[src/rtl/mezzanina_giga_fitter_pkg.sv]
// Shared constants for the GigaFitter input mezzanine.
// Word geometry and default FIFO sizing.
package mezzanina_giga_fitter_pkg;

    localparam int WORD_W     = 23;
    localparam int STB_BIT    = 23;
    localparam int DEF_DEPTH  = 16;
    localparam int DEF_MARGIN = 4;

    localparam logic [23:0] W1_IDLE = 24'h800000;

endpackage

[src/rtl/mezzanina_giga_fitter_gf_sync_fifo.sv]
// Synchronous first-word-fall-through FIFO.
// Head word is visible on o_rdata whenever o_empty is low.
module gf_sync_fifo
    import mezzanina_giga_fitter_pkg::*;
#(
    parameter int DEPTH = DEF_DEPTH,
    parameter int AFULL = DEF_DEPTH - DEF_MARGIN,
    parameter int W     = WORD_W,
    parameter int AW    = $clog2(DEPTH),
    parameter int CW    = $clog2(DEPTH) + 1
) (
    input  logic          i_clk,
    input  logic          i_rst,
    input  logic          i_wr,
    input  logic [W-1:0]  i_wdata,
    input  logic          i_rd,
    output logic [W-1:0]  o_rdata,
    output logic [CW-1:0] o_count,
    output logic          o_full,
    output logic          o_empty,
    output logic          o_afull
);

    logic [W-1:0]  r_mem [DEPTH];
    logic [AW-1:0] r_wptr;
    logic [AW-1:0] r_rptr;
    logic [CW-1:0] r_count;
    logic          r_full;
    logic          r_empty;
    logic          r_afull;

    logic          w_wr_ok;
    logic          w_rd_ok;
    logic [CW-1:0] w_count_nxt;

    assign w_wr_ok = i_wr && (r_count < CW'(DEPTH));
    assign w_rd_ok = i_rd && (r_count != '0);

    always_comb begin
        w_count_nxt = r_count;
        unique case (1'b1)
            w_wr_ok && !w_rd_ok: w_count_nxt = r_count + 1'b1;
            !w_wr_ok && w_rd_ok: w_count_nxt = r_count - 1'b1;
            default:             w_count_nxt = r_count;
        endcase
    end

    always_ff @(posedge i_clk) begin
        if (w_wr_ok) begin
            r_mem[r_wptr] <= i_wdata;
        end
    end

    // Flags are registered from the post-edge occupancy.
    always_ff @(posedge i_clk) begin
        if (i_rst) begin
            r_wptr  <= '0;
            r_rptr  <= '0;
            r_count <= '0;
            r_full  <= 1'b0;
            r_empty <= 1'b1;
            r_afull <= 1'b0;
        end else begin
            if (w_wr_ok) begin
                r_wptr <= r_wptr + 1'b1;
            end
            if (w_rd_ok) begin
                r_rptr <= r_rptr + 1'b1;
            end
            r_count <= w_count_nxt;
            r_full  <= (w_count_nxt == CW'(DEPTH));
            r_empty <= (w_count_nxt == '0);
            r_afull <= (w_count_nxt >= CW'(AFULL));
        end
    end

    assign o_rdata = r_mem[r_rptr];
    assign o_count = r_count;
    assign o_full  = r_full;
    assign o_empty = r_empty;
    assign o_afull = r_afull;

endmodule

[src/rtl/mezzanina_giga_fitter.sv]
// GigaFitter input mezzanine: W1 capture, FIFO, J1 handshake,
// word counter, overflow flag and registered J3 loopback.
module mezzanina_giga_fitter
    import mezzanina_giga_fitter_pkg::*;
#(
    parameter int FIFO_DEPTH  = DEF_DEPTH,
    parameter int HOLD_MARGIN = DEF_MARGIN
) (
    input  logic        J3WRITECLK,
    input  logic        RESET,
    input  logic [23:0] W1_DATA,
    output logic        W_HOLD_2,
    output logic        FLOATIN_3,
    output logic        FLOATIN_4,
    output logic [15:1] OUT,
    output logic [23:0] J1DATA_out,
    input  logic        J1DATA_25,
    output logic [23:0] J1DATA,
    input  logic [23:0] J3DATA_in,
    output logic [23:0] J3DATA,
    output logic        J3DATA_out_24
);

    localparam int CW = $clog2(FIFO_DEPTH) + 1;

    logic [23:0]       r_w1;
    logic [14:0]       r_cnt;
    logic [23:0]       r_j1;
    logic              r_ovf;
    logic [23:0]       r_j3;
    logic              r_par;

    logic              w_wr_req;
    logic              w_full;
    logic              w_empty;
    logic              w_afull;
    logic              w_dv;
    logic [WORD_W-1:0] w_rdata;
    logic [CW-1:0]     w_count;

    assign w_wr_req = ~r_w1[STB_BIT];

    gf_sync_fifo #(
        .DEPTH (FIFO_DEPTH),
        .AFULL (FIFO_DEPTH - HOLD_MARGIN),
        .W     (WORD_W)
    ) u_fifo (
        .i_clk   (J3WRITECLK),
        .i_rst   (RESET),
        .i_wr    (w_wr_req),
        .i_wdata (r_w1[WORD_W-1:0]),
        .i_rd    (J1DATA_25),
        .o_rdata (w_rdata),
        .o_count (w_count),
        .o_full  (w_full),
        .o_empty (w_empty),
        .o_afull (w_afull)
    );

    assign w_dv = (w_count != '0);

    // Full is the pre-edge state, so a same-edge read cannot rescue the word.
    always_ff @(posedge J3WRITECLK) begin
        if (RESET) begin
            r_w1  <= W1_IDLE;
            r_cnt <= '0;
            r_j1  <= '0;
            r_ovf <= 1'b0;
            r_j3  <= '0;
            r_par <= 1'b0;
        end else begin
            r_w1 <= W1_DATA;
            if (w_wr_req && !w_full) begin
                r_cnt <= r_cnt + 1'b1;
                r_j1  <= {1'b0, r_w1[WORD_W-1:0]};
            end
            if (w_wr_req && w_full) begin
                r_ovf <= 1'b1;
            end
            r_j3  <= J3DATA_in;
            r_par <= ^J3DATA_in;
        end
    end

    assign J1DATA_out    = w_dv ? {1'b1, w_rdata} : 24'h0;
    assign W_HOLD_2      = w_afull;
    assign FLOATIN_3     = w_empty;
    assign FLOATIN_4     = r_ovf;
    assign OUT           = r_cnt;
    assign J1DATA        = r_j1;
    assign J3DATA        = r_j3;
    assign J3DATA_out_24 = r_par;

endmodule

[config.mk]
export PLATFORM = sky130hd
export DESIGN_NAME = mezzanina_giga_fitter
export DESIGN_NICKNAME = d
export VERILOG_FILES = /design/src/rtl/mezzanina_giga_fitter_pkg.sv /design/src/rtl/mezzanina_giga_fitter_gf_sync_fifo.sv /design/src/rtl/mezzanina_giga_fitter.sv
export SDC_FILE = /design/constraint.sdc
export NUM_CORES = 1
export LEC_CHECK = 0
export ABC_AREA = 1
export CORE_MARGIN = 4
export CORE_UTILIZATION = 50
export CTS_CLUSTER_DIAMETER = 60
export DETAILED_ROUTE_END_ITERATION = 10
export PLACE_DENSITY = 0.76
export SLEW_MARGIN = 15
export SYNTH_ARGS = -nofsm -noshare
export SYNTH_HDL_FRONTEND = slang
export SYNTH_SLANG_ARGS = --single-unit
[constraint.sdc]
create_clock -name J3WRITECLK -period 3 [get_ports J3WRITECLK]
set_input_delay 0.6 -clock J3WRITECLK [delete_from_list [all_inputs] [get_ports J3WRITECLK]]
set_output_delay 0.6 -clock J3WRITECLK [all_outputs]
set_load 0.1 [all_outputs]
After elaboration in Yosys (flattened, before gate mapping) --
Memories as Yosys holds them, arrays and structs flattened. A register that Yosys moved wholly into a read port is not among the register bits. Index checks and enable logic that the tools add are counted.
Cells by class: add/subtract/negate cells 5, magnitude comparators 2, equality and inequality tests 1, mux-type cells 6, bitwise gates (word level) 1, reduce and logical (&&, ||, !) cells 12
Operators with widths (number):
- 24-bit two-way mux | 1
- 24-bit XOR reduction | 1
- 15-bit by 1-bit adder with 15-bit output (second input constant) | 1
- 5-bit one-hot mux with 2 select lines | 1
- 4-bit by 1-bit adder with 4-bit output (second input constant) | 2
- 4-bit two-way mux | 2
- 1-bit logical AND | 6
- 5-bit by 1-bit adder with 5-bit output (second input constant) | 1
- 5-bit equality test (second input constant) | 1
- 5-bit by 4-bit greater-or-equal comparator with 1-bit output (second input constant) | 1
- 5-bit zero test | 1
- 5-bit less-than comparator (second input constant) | 1
- 5-bit nonzero test | 1
- 5-bit by 1-bit subtractor with 5-bit output (second input constant) | 1
- 1-bit zero test | 3
- 1-bit two-way mux | 2
- 1-bit NOT | 1
Storage, ports and cells: bits in registers 104, RAM bits 368, input bits 51, output and inout port bits 91, word-level logic and storage cells 40, memories kept 1
Memories:
- u_fifo.r_mem | words 16, width 23, read ports 1, clocked after memory_dff 1, wr ports 1, line mezzanina_giga_fitter_gf_sync_fifo.sv:24 | logic [W-1:0] r_mem [DEPTH];

Logic depth before layout (Yosys ltp) --
Gate-level depths: netlist of the first run.
depth after elaboration 6, gate-level depth with buffers 22, depth with buffers taken out 21

Modules after synthesis --
A second synthesis of the first run with hierarchy kept.
Second synthesis, totals: cell total of the unflattened synthesis 1650, area total of the unflattened synthesis 19326.0 um2
Modules (own cells, without submodules):
- gf_sync_fifo | instances 1, cells each 1134, area an instance 15740.1 um2, sequential area each 11451.0 um2
- mezzanina_giga_fitter | instances 1, cells each 516, area an instance 3585.9 um2, sequential area each 1761.7 um2

Least setup slack after synthesis of the first run --
No wires, ideal clock.
path kind register to output, start point register with a tool-made name, end point output J1DATA_out[17], arrival 2.544 ns, data required time 2.400 ns, slack -0.144 ns, stages on the path, launching flop included 8, path buffers 3, cells stage by stage dfxtp_1 buf_4 buf_8 buf_6 nor2_1 o221ai_1 nand3_1 a21oi_1
RTL lines:
- to (decl) | line mezzanina_giga_fitter.sv:16 | output logic [23:0] J1DATA_out,

==> results of run 1 <==
==> cell families after synthesis <==
family                     Yosys count
xor gates and xnor gates             8
DFF                                476
adders and majority gates            9
buffers and inverters              184
AOI/OAI and AO/OA                  377
muxes                                1
and+or+nand+nor                    547
other                                1
==> cell usage after synthesis (all sizes together) (23+ instances only) <==
| master | instances | share of area |
|---|---|---|
| a21oi | 40 | 0.011 |
| buf | 51 | 0.017 |
| clkbuf | 44 | 0.0091 |
| dfxtp | 108 | 0.11 |
| edfxtp | 368 | 0.58 |
| inv | 88 | 0.017 |
| nand2 | 155 | 0.031 |
| nand3 | 65 | 0.017 |
| nor2 | 312 | 0.062 |
| o211ai | 23 | 0.0091 |
| o21a | 24 | 0.0095 |
| o21ai | 127 | 0.034 |
| o21bai | 93 | 0.037 |
| o221ai | 69 | 0.032 |
==> power by group <==
group	switching (uW)	internal, uW
combinational	5650	2880
sequential	200	7300
clock	2340	3340
total	8200	13500
==> metrics by stage <==
stage	total power, uW	TNS [ps]
3_3_place_gp	15200	0
4_1_cts	21300	0
6_report	21700	0
2_1_floorplan	12900	0
3_5_place_dp	15400	0
5_1_grt	22500	-9.43
==> flip-flops by register name, indices dropped and copies added, names as in the netlist, named ones only <==
| signal | flops |
|---|---|
| FLOATIN_4 | 1 |
| J3DATA | 24 |
| u_fifo.r_rptr | 4 |
| u_fifo.r_wptr | 4 |
| u_fifo.r_mem | 368 |
| u_fifo.o_empty | 1 |
| J3DATA_out_24 | 1 |
| r_w1 | 24 |
| u_fifo.o_count | 5 |
| u_fifo.o_full | 1 |
| J1DATA | 23 |
| OUT | 15 |
| u_fifo.o_afull | 1 |
==> final cells by class <==
class | instances | area share
Tap cell | 504 | 0.0273
Sequential cell | 476 | 0.573
Clock buffer | 53 | 0.0515
Timing Repair Buffer | 216 | 0.100
Clock inverter | 27 | 0.0126
Multi-Input combinational cell | 943 | 0.220
Inverter | 89 | 0.0158
==> routing by layer <==
layer	vias up	wire [um]	GRT usage
met5	-	0	0
met4	0	1320	0.0718
met3	99	5150	0.0522
met2	686	23300	0.387
met1	6368	18500	0.291
li1	6040	-	-
==> worst max-delay path by stage <==
stage	startpoint	end	slack (ps)	cells past startpoint
detailed placement	J1DATA_25	u_fifo.o_empty$_SDFF_PP1_	180	12
global route	flip-flop	J1DATA_out[22]	-5	8
floorplan	flip-flop	J1DATA_out[13]	410	7
global placement	J1DATA_25	u_fifo.o_full$_SDFF_PP0_	270	17
CTS	flip-flop	J1DATA_out[17]	1	6
finish	flip-flop	J1DATA_out[6]	70	7
==> what timing repair did <==
action,in CTS,in global routing
cloned,2,2
endpoints found under the setup margin,23,23
resized for setup,14,18
buffers inserted,6,10
pin swaps,0,8
==> out/qor.csv, run 1 <==
metric,value,unit
reg2reg_to,u_fifo.o_empty$_SDFF_PP1_,
wl,48300,um
numCtsBuffers,44,
holdPathEnd,J3DATA[9]$_SDFF_PP0_,
synth_top_family_by_area,compound AO/OA/AOI/OAI gates,
slowest_stage,dfxtp_4,
dp.cells,2208,
max_freq,342,MHz
ys.flop_type,edfxtp_1,
clock_latency,560,ps
cp_slowest_stage_delay,380,ps
start_util,0.512,
cp-start-kind,flip-flop,
synth_seq_cells,476,
synthCells,1603,
hpwl,27700,um
cts_max_level,2,
fin_crit_sh,0.975,
layout.cells.non_filler,2308,
hold_viol_final,0,
worstPathMaxFanout,33,
synth_fa_ha_area_frac,0.00595,
synth_edf_count,368,
cpLargestDelayFamily,buffers and inverters,
design_area,23100,um^2
cts_max_path_buffers,3,
diodes,0,
final_cell_mix,"edfxtp_1, nor2_1, nand2_1, o21ai_0, buf_4",
timing.hold.ws,381,ps
p_per_area,941,nW/um^2
synth-compound-area-share,0.132,
crit_path_end_kind,primary output,
drive_above_1_share,0.157,
async_flop_share,0,
worst_clock_skew,24.4,ps
synth_cell_types,35,
placed_area,21200,um^2
slew_headroom,0.484,
grt_antenna_before_repair,0,
firstDrtPassIters,5,
num_io_pins,142,
worst_pin_slew,770,ps
yosys.area_share.xor_xnor,0.00370,
fin_crit,2930,ps
synth-warning-count,0,
drt_iter0_markers,1562,
multiInputGateArea,5060,um^2
grt_first_pass_wirelength,73100,um
ant_nets,0,
die-area,41000,um^2
maxSlewViolCount,0,
die_x,202,um
clk_pin_slew_worst_paths,60,ps
status,"complete, no violations",
ff2ff_path_depth,12,
io_buffers,140,
cts_hold_buffers,0,
cts_tree,yes,
drc,0,
pre_cts_ws,185,ps
syn_nets,1663,
core,37000,um^2
netlist_area,18900,um^2
maxCapViolCount,0,
yosys.area_share.simple,0.115,
final_core_utilization,0.624,
worstReg2RegStart,u_fifo.o_count[4]$_SDFF_PP0_,
routed_via_density,5.72,
wl_per_cell,20.9,um
ys_seq_area_frac,0.699,
r2r_setup_slack,580,ps
rows,70,
setup_ws,74.2,ps
area_delta_synth_final,22.0,%
cts_sinks,476,
worst-path-buf-inv,3,
syn_avg_cell_area,11.8,um^2
grt_max_degree,53,
setup_viol,0,
num-nets-final,1830,
final_common_cell,edfxtp_1,
critical_path_class,reg -> out,
hold_start,RESET,
cp.arrival,2330,ps
die_y,202,um
fillers,2766,
grt_use_total,0.227,
crit_chain,buf_12 > bufbuf_16 > o21ai_0 > o221ai_1 > nand3_1 > a21oi_2 > buf_12,
cp_common_cell,buf_12,
grt_pass1_vias,13000,
grt-ovfl-total,0,
finalWeightedCongestion,0.805,
vdd_ir_drop_max,0.535,mV
hold_depth,2,
seqCellArea,13200,um^2
cp_data_required_time,2400,ps
p_leak,0.00842,uW
vias,13200,
synthMuxAreaShare,0.000529,
cts_root_buffer,clkbuf_16,
hold_path.class,in -> reg,
Power figures use the tool's default switching activity.
==> run 2: changes to the inputs <==
--- a/config.mk
+++ b/config.mk
@@ -10,7 +10,7 @@
 export CORE_UTILIZATION = 50
 export CTS_CLUSTER_DIAMETER = 60
 export DETAILED_ROUTE_END_ITERATION = 10
-export PLACE_DENSITY = 0.76
+export PLACE_DENSITY = 0.74
 export SLEW_MARGIN = 15
 export SYNTH_ARGS = -nofsm -noshare
 export SYNTH_HDL_FRONTEND = slang
==> run 2 against run 1 <==
Net effect: clock-buffer cell count is 7 higher; utilization down 0.34 points; hold slack improved by 130 ps; routed wire length decreased by 1.5%; total power down 1.1%; cell count is 0.43% lower; clock power up 3%; worst setup slack gained 1.5 ps; combinational power decreased by 4.6%; largest power group unchanged; highest routed layer unchanged.
==> out/qor.csv, run 2 (synthesis gave the netlist of run 1 again) <==
metric,value,unit
p_per_area,936,nW/um^2
ant_nets,0,
num_io_pins,142,
cp_slowest_stage_delay,410,ps
routed_via_density,5.66,
cts_max_level,2,
maxSlewViolCount,0,
hpwl,27200,um
start_util,0.512,
grt_antenna_before_repair,1,
rsz0062_at_grt,yes,
fin_crit,2920,ps
seqCellArea,13200,um^2
hold_viol_final,0,
drive_above_1_share,0.151,
vdd_ir_drop_max,0.560,mV
hold_path.class,reg -> reg,
regMostFlops,u_fifo.r_mem,
hold_start,FLOATIN_4$_SDFFE_PP0P_,
critical_path_class,reg -> out,
grt-ovfl-total,0,
die_y,202,um
wl_per_cell,20.7,um
cts_sinks,476,
grt_first_pass_wirelength,72000,um
multiInputGateArea,5020,um^2
design_area,22900,um^2
p_leak,0.00837,uW
holdPathEnd,FLOATIN_4$_SDFFE_PP0P_,
worstReg2RegStart,u_fifo.o_count[2]$_SDFF_PP0_,
max_freq,342,MHz
grt_pass1_vias,12700,
rows,70,
worstPathMaxFanout,15,
clk_pin_slew_worst_paths,60,ps
worst-path-buf-inv,3,
final_common_cell,edfxtp_1,
placed_area,21100,um^2
setup_ws,75.7,ps
cp_common_cell,buf_12,
worst_pin_slew,825,ps
vias,13000,
core,37000,um^2
slew_headroom,0.447,
worst_clock_skew,10.7,ps
fillers,2784,
ff2ff_path_depth,20,
r2r_setup_slack,400,ps
fin_crit_sh,0.975,
cts_max_path_buffers,3,
io_buffers,140,
die_x,202,um
cts_root_buffer,clkbuf_16,
reg2reg_to,u_fifo.o_empty$_SDFF_PP1_,
crit_path_end_kind,primary output,
cp.depth,7,
cp.arrival,2320,ps
setup_viol,0,
crit_chain,buf_12 > buf_4 > o21bai_1 > o211ai_1 > nand3_1 > a21oi_2 > buf_12,
timing.hold.ws,509,ps
grt_max_degree,64,
numCtsBuffers,45,
cpLargestDelayFamily,compound AO/OA/AOI/OAI gates,
wl,47500,um
drc,0,
cts_tree,yes,
maxCapViolCount,0,
largest_reg_flops,368,
finalWeightedCongestion,0.804,
final_cell_mix,"edfxtp_1, nor2_1, nand2_1, o21ai_0, buf_4",
grt_use_total,0.224,
drt_iter0_markers,1327,
slowest_stage,dfxtp_4,
die-area,41000,um^2
pre_cts_ws,149,ps
cp-start-kind,flip-flop,
p_total,21500,uW
num-nets-final,1819,
firstDrtPassIters,7,
clock_latency,550,ps
hold_depth,2,
cp_data_required_time,2400,ps
status,"complete, no violations",
diodes,0,
area_delta_synth_final,21.3,%
run 2: cell types whose count changed in the layout (fill, tap and decap cells not counted), sizes merged:
cell	previous run	this run
clkinv	22	17
clkinvlp	2	0
bufinv	6	5
inv	86	90
clkbuf	55	61
buf	164	152
run 2: layout make-up:
| type | instances | share of cell area |
|---|---|---|
| Clock inverter | 22 | 0.0101 |
| Timing Repair inverter | 1 | 0.000491 |
| Clock buffer | 60 | 0.0565 |
| Sequential cell | 476 | 0.576 |
| Inverter | 89 | 0.0158 |
| Timing Repair Buffer | 203 | 0.0944 |
| Multi-Input combinational cell | 943 | 0.219 |
| Tap cell | 504 | 0.0275 |
run 2: repair_timing:
item,4_1_cts,5_1_grt
pin swaps,0,4
cloned,1,2
hold buffers,0,0
gates resized for setup,5,12
endpoints found under the hold margin,0,0
endpoints found under the setup margin,23,22
buffers inserted,5,8
run 2: where the power goes:
group          switching, uW  internal (uW)
Clock                   2360           3460
Combinational           5530           2610
Sequential               201           7300
Total                   8100          13400
run 2: layer usage:
metal,share of wire,wire length [um],vias to the layer above,track usage
met5,0,0,-,0
met4,0.026,1230,0,0.0681
met3,0.099,4720,96,0.0565
met2,0.49,23300,608,0.379
met1,0.39,18300,6286,0.286
li1,-,-,6010,-
run 2: through the flow:
stage          cells   util  TNS (ps)
6_report        2298  0.621         0
5_1_grt         2298  0.621     -96.0
4_1_cts         2288  0.616         0
3_5_place_dp    2200  0.571         0
3_3_place_gp    2200  0.571         0
2_1_floorplan   1603      -         0
run 2: worst max-delay path by stage:
stage              start                   endpoint
2_1_floorplan  flip-flop             J1DATA_out[13]
3_3_place_gp   J1DATA_25   u_fifo.o_full$_SDFF_PP0_
3_5_place_dp   J1DATA_25  u_fifo.o_empty$_SDFF_PP1_
4_1_cts        flip-flop              J1DATA_out[5]
5_1_grt        flip-flop              J1DATA_out[9]
6_report       flip-flop             J1DATA_out[17]
run 2: worst register-to-register path, stage by stage (launching register included):
cell     delay, ps
dfxtp_1        390
inv_1           80
nand2_1         90
nor2_1          50
nand2_1        150
nand2_1        110
inv_1          170
ha_1           320
nand2_1         80
inv_1           90
nor2_1          60
ha_1           180
inv_1           60
nand2_1         80
inv_1           70
nand2_1         60
nand3_1         90
nand2_1         60
nor2_1          80
nand3_1         90
o21ai_1        150
